`config.mk`:
```
export PLATFORM = sky130hd
export DESIGN_NAME = dest_tracker
export DESIGN_NICKNAME = d
export VERILOG_FILES = /design/src/rtl/dest_tracker.sv
export SDC_FILE = /design/constraint.sdc
export NUM_CORES = 1
export LEC_CHECK = 0
export BUFFER_PORTS_ARGS = -buffer_cell sky130_fd_sc_hd__buf_2
export CORE_MARGIN = 2
export CORE_UTILIZATION = 50
export DETAILED_ROUTE_END_ITERATION = 6
export PLACE_DENSITY = 0.66
export SLEW_MARGIN = 10
export SYNTH_ARGS = -nofsm -noshare
export SYNTH_HDL_FRONTEND = slang
export SYNTH_SLANG_ARGS = --single-unit
```
`constraint.sdc`:
```
create_clock -name clk -period 3.45 [get_ports clk]
set_input_delay 0.345 -clock clk [delete_from_list [all_inputs] [get_ports clk]]
set_output_delay 0.345 -clock clk [all_outputs]
set_load 0.005 [all_outputs]
```
`src/rtl/dest_tracker.sv`:
```
// dest_tracker: in-order return-destination queue for a slave-side NoC
// translator. Every accepted request leaves its return {dst, vc} and its
// reply length (beats-1). The head entry is shown to the reply path and is
// retired only after its last reply beat has been consumed.
//
// Ports:
//   clk, rst              clock, asynchronous active-high reset
//   i_dst_in/i_vc_in      return destination / VC of the incoming request
//   i_len_in              reply length of the incoming request, beats-1
//   i_valid_in            request present
//   i_ready_out           a free slot exists (registered decode)
//   o_dst_out/o_vc_out    head entry destination / VC, 0 when empty
//   o_valid_out           head entry present
//   o_last_out            current beat is the last beat of the head entry
//   o_valid_in            reply beat consumed this cycle
//   o_count_out           number of entries held
//   o_overflow_out        sticky: request presented while full
//   o_underflow_out       sticky: beat consumed while empty
module dest_tracker #(
  parameter int ADDRESS_WIDTH    = 4,
  parameter int VC_ADDRESS_WIDTH = 1,
  parameter int LEN_WIDTH        = 3,
  parameter int DEPTH            = 12,
  parameter int CNT_WIDTH        = $clog2(DEPTH+1)
) (
  input  logic                        clk,
  input  logic                        rst,
  input  logic [ADDRESS_WIDTH-1:0]    i_dst_in,
  input  logic [VC_ADDRESS_WIDTH-1:0] i_vc_in,
  input  logic [LEN_WIDTH-1:0]        i_len_in,
  input  logic                        i_valid_in,
  output logic                        i_ready_out,
  output logic [ADDRESS_WIDTH-1:0]    o_dst_out,
  output logic [VC_ADDRESS_WIDTH-1:0] o_vc_out,
  output logic                        o_valid_out,
  output logic                        o_last_out,
  input  logic                        o_valid_in,
  output logic [CNT_WIDTH-1:0]        o_count_out,
  output logic                        o_overflow_out,
  output logic                        o_underflow_out
);

  localparam int PTR_W = $clog2(DEPTH);

  typedef struct packed {
    logic [ADDRESS_WIDTH-1:0]    dst;
    logic [VC_ADDRESS_WIDTH-1:0] vc;
    logic [LEN_WIDTH-1:0]        len;
  } entry_t;

  entry_t               mem [DEPTH];
  entry_t               head;
  logic [PTR_W-1:0]     wptr, rptr;
  logic [CNT_WIDTH-1:0] cnt;
  logic [LEN_WIDTH-1:0] beat;
  logic                 ovf, unf;
  logic                 push, consume, pop;

  // Explicit wrap at DEPTH-1 so non-power-of-two depths index correctly.
  function automatic logic [PTR_W-1:0] ptr_inc(input logic [PTR_W-1:0] p);
    return (p == PTR_W'(DEPTH-1)) ? '0 : p + 1'b1;
  endfunction

  assign head        = mem[rptr];
  assign i_ready_out = (cnt != CNT_WIDTH'(DEPTH));
  assign o_valid_out = (cnt != '0);
  assign o_count_out = cnt;
  assign o_last_out  = o_valid_out & (beat == head.len);
  assign o_dst_out   = o_valid_out ? head.dst : '0;
  assign o_vc_out    = o_valid_out ? head.vc  : '0;

  assign o_overflow_out  = ovf;
  assign o_underflow_out = unf;

  // ready is a registered decode, so a pop while full does not admit a push
  // in the same cycle.
  assign push    = i_valid_in & i_ready_out;
  assign consume = o_valid_in & o_valid_out;
  assign pop     = consume & o_last_out;

  // Payload storage carries no reset; contents are meaningless once cnt=0.
  always_ff @(posedge clk) begin
    if (push) mem[wptr] <= '{dst: i_dst_in, vc: i_vc_in, len: i_len_in};
  end

  always_ff @(posedge clk or posedge rst) begin
    if (rst) begin
      wptr <= '0;
      rptr <= '0;
      cnt  <= '0;
      beat <= '0;
      ovf  <= 1'b0;
      unf  <= 1'b0;
    end else begin
      if (push) wptr <= ptr_inc(wptr);
      if (pop) begin
        rptr <= ptr_inc(rptr);
        beat <= '0;
      end else if (consume) begin
        beat <= beat + 1'b1;
      end
      case ({push, pop})
        2'b10:   cnt <= cnt + CNT_WIDTH'(1);
        2'b01:   cnt <= cnt - CNT_WIDTH'(1);
        default: cnt <= cnt;
      endcase
      if (i_valid_in & ~i_ready_out) ovf <= 1'b1;
      if (o_valid_in & ~o_valid_out) unf <= 1'b1;
    end
  end

endmodule
```
==> key figures <==
Power
  • Max VDD drop: ~0.0004 V
  • Comb pwr share: 0.304
  • Pwr/cell area: around 910 mW/mm2
  • Net Sw Frac: 0.3193
  • Power share of the clock group: 0.314
  • Seq pwr share: 0.382
  • Power Total: ~5.2 mW
  • Pint: 3.517 mW
  • Static leakage: 2.119 nW
  • Net switching power of the design: approximately 1.7 mW

Logic synthesis
  • Post-synthesis sequential area ratio: 0.6823
  • Mapped Nets: between 300 and 400
  • Yosys reg bits: 113
  • Area share of the largest cell type after synthesis: 0.5946
  • Synth area leaders: edfxtp_1 (59%), mux4_2 (8.8%), dfrtp_1 (8.8%), mux2i_1 (4.5%), ha_1 (2.3%)
  • Yosys top cell by area: edfxtp_1
  • Post-synthesis async set-or-reset flop share: 0.1504
  • Post-Syn Instances: around 290
  • Most frequent cells after synthesis: edfxtp_1 (96), mux2i_1 (22), mux4_2 (19)
  • Ys Warns: 0
  • Most frequent cell after synthesis: edfxtp_1
  • Post-synth EDFFs: 96
  • Post-Syn Area: about 0.0048 mm2
  • Yosys cell types: 41
  • Post-synth top flop: edfxtp_1
  • Avg Cell Area, Syn: roughly 17 um2

Setup path
  • R2r setup slk: 0.24 ns
  • FF-to-FF path depth: 13
  • CP top delay family: compound AO/OA/AOI/OAI gates
  • Crit-path max FO: 9
  • Critical path endpoint category: register
  • Slowest CP cell: dfrtp_1
  • Largest stage delay, worst path: about 0.56 ns
  • WP data required: 3.84 ns
  • Crit path launch type: register
  • CP bufs+invs: 1
  • Data arrival time of the critical path: ~3.6 ns
  • Critical R2R Launch: rptr[1]
  • Crit-path cells: buf_4, mux2i_1, xnor2_1, o21ai_0, o211ai_1, o21ai_4, ha_1, ha_1, a21o_1, a21oi_1, xnor2_1, nor2_1, xor2_1
  • R2r endpoint: o_count_out[3]
  • Crit Path Category: register to register

Min path
  • Hold WC Path Type: input pin to register
  • Worst Hold End: o_underflow_out
  • Hold path depth: 2
  • Worst min-delay path startpoint: o_valid_in

Global routing
  • First-pass GRT wire length: about 14,000 um
  • Antenna violations before repair: 0
  • GRT overflow: 0
  • Total track usage: 0.1890
  • Vias in the first global route: 2,482
  • Largest net degree at the start of global routing: 18

Clock tree
  • Setup repair bufs after CTS: 0
  • Clock-pin slew on the worst setup and hold paths: ~0.060 ns
  • Clock Root Buffer: clkbuf_8
  • Inserted Clock Buffers: 17
  • H-tree levels: 4
  • Clock insertion delay at the later pin of the skew report: a little over 0.5 ns
  • CTS Sinks: between 100 and 150
  • Worst-case clock buffer depth: 2
  • CTS tree: yes

Timing
  • Max Freq: 311.3 MHz
  • Endpoints failing hold: 0
  • Crit share post-route: 0.9311
  • RSZ-0062 raised after global routing: no
  • Layout Skew: 0.008213 ns
  • Least-Margin Pin Slew: around 0.85 ns
  • Slew margin rel.: 0.4301
  • Final setup fails: 0
  • Crit path time final: about 3.2 ns
  • Setup TNS: 0 ns
  • Final Max Tran Viols: 0

Drt
  • Initial drt markers: between 200 and 250
  • Post-route ant nets: 0
  • Wirelength, routed: roughly 9000 um
  • Vias per inst: roughly 5.5
  • Via count: ~2,600
  • WL/cell: 19.38 um
  • DRC Markers: 0
  • TritonRoute pass-1 iters: 5

Finish
  • Post-route cell area: approximately 0.0057 mm2
  • Layout cells sized above 1: 0.2722
  • Diode count: 0
  • Area Growth Syn to Fin: 17.32%
  • Post-layout nets: about 350
  • FILL cells: just under 700

Job
  • Max_cap viols: 0

Placed design
  • Placed cell areas: around 0.0051 mm2
  • Final GP Congestion: ~0.84
  • Hpwl dp: approximately 5800 um
  • IO buf count: 25

Floorplan
  • Die X: roughly 100 um
  • Core area: between 0.009 and 0.01 mm2
  • Die ar.: between 0.01 and 0.015 mm2
  • Die Y-Extent: between 100 and 150 um
  • I/O pin cnt: 26
  • Std cell rows: 35
  • Initial Util: 0.5198

Outcome
  • Outcome: finished, final reports clean
-- placed cells by master, fill, tap and decap left out, types with 3 or more instances in the layout --
| cell type | instances |
|---|---|
| clkbuf_16 | 16 |
| clkinv_2 | 3 |
| o21ai_1 | 7 |
| and3_1 | 7 |
| buf_2 | 25 |
| xnor2_1 | 6 |
| nor2_1 | 18 |
| nand2_1 | 12 |
| buf_4 | 8 |
| mux2_4 | 3 |
| xor2_1 | 5 |
| edfxtp_1 | 96 |
| dfrtp_1 | 16 |
| ha_1 | 9 |
| o21ai_0 | 4 |
| nor2b_1 | 3 |
| mux4_2 | 19 |
| a21oi_1 | 7 |
| and2_1 | 6 |
| clkinvlp_4 | 5 |
| a21o_1 | 5 |
| mux2i_1 | 22 |
| inv_1 | 7 |
-- repair_timing --
| action | CTS | global route |
|---|---|---|
| setup endpoints to repair | 0 | 1 |
| gates resized for setup | 0 | 1 |
| hold buffers | 1 | 0 |
| hold endpoints to repair | 17 | 0 |
-- metrics by stage --
stage	worst slack, ns	utilization	std cells	hold slack [ns]
3_3_place_gp	0.2696	0.5488	435	0.4374
3_5_place_dp	0.1787	0.5488	435	0.4545
4_1_cts	0.1758	0.6095	467	0.04949
6_report	0.2378	0.6098	467	0.06112
2_1_floorplan	0.4985	-	285	0.2711
5_1_grt	0.03509	0.6098	467	0.05819
-- cells by family after synthesis --
family / after synthesis / synth area share
multiplexers: 45 / 0.1453
AND/OR/NAND/NOR: 55 / 0.06194
XOR/XNOR: 11 / 0.01987
AO/OA/AOI/OAI: 30 / 0.04026
buffers and inverters: 21 / 0.02297
adder cells (fa/ha/maj): 10 / 0.02736
flip-flops: 113 / 0.6823
-- sequential cells by signal, indices dropped and copies added, names as in the netlist --
name             flops
mem                 96
o_underflow_out      1
wptr                 4
rptr                 4
o_overflow_out       1
beat                 3
o_count_out          4
-- per-layer routing --
| metal | vias to the layer above | track usage | wire (um) |
|---|---|---|---|
| met3 | 11 | 0.05472 | 406 |
| met2 | 64 | 0.2846 | 4295 |
| met1 | 1307 | 0.2644 | 4251 |
| li1 | 1178 | - | - |
| met5 | - | 0 | 0 |
| met4 | 0 | 0.07077 | 96 |
-- how the worst max path moves through the flow --
stage / start / end / slack [ns] / cells past startpoint
2_1_floorplan: rptr[0] / o_count_out[3] / 0.50 / 14
4_1_cts: rptr[0] / o_count_out[3] / 0.18 / 12
3_5_place_dp: rptr[0] / o_count_out[3] / 0.18 / 12
5_1_grt: rptr[1] / o_count_out[3] / 0.04 / 13
6_report: rptr[1] / o_count_out[3] / 0.24 / 13
3_3_place_gp: rptr[0] / o_count_out[3] / 0.27 / 12
-- power by group through the flow --
stage	registers, mW	logic [mW]	clock network (mW)
3_3_place_gp	1.99	1.54	0
2_1_floorplan	1.85	1.26	0
6_report	1.97	1.57	1.62
5_1_grt	2.00	1.74	1.71
4_1_cts	1.97	1.58	1.64
3_5_place_dp	1.99	1.57	0
-- cell type report --
class                      instances  area, um2  share of cell area
multi-input combinational        151       1429              0.2512
clock buffer                      17      414.1             0.07281
inverter                           9      33.78            0.005939
clock inverter                    14      142.6             0.02508
tap                              129      161.4             0.02838
timing repair buffer              34      195.2             0.03432
sequential                       113       3312              0.5823
Power figures use the tool's default switching activity.
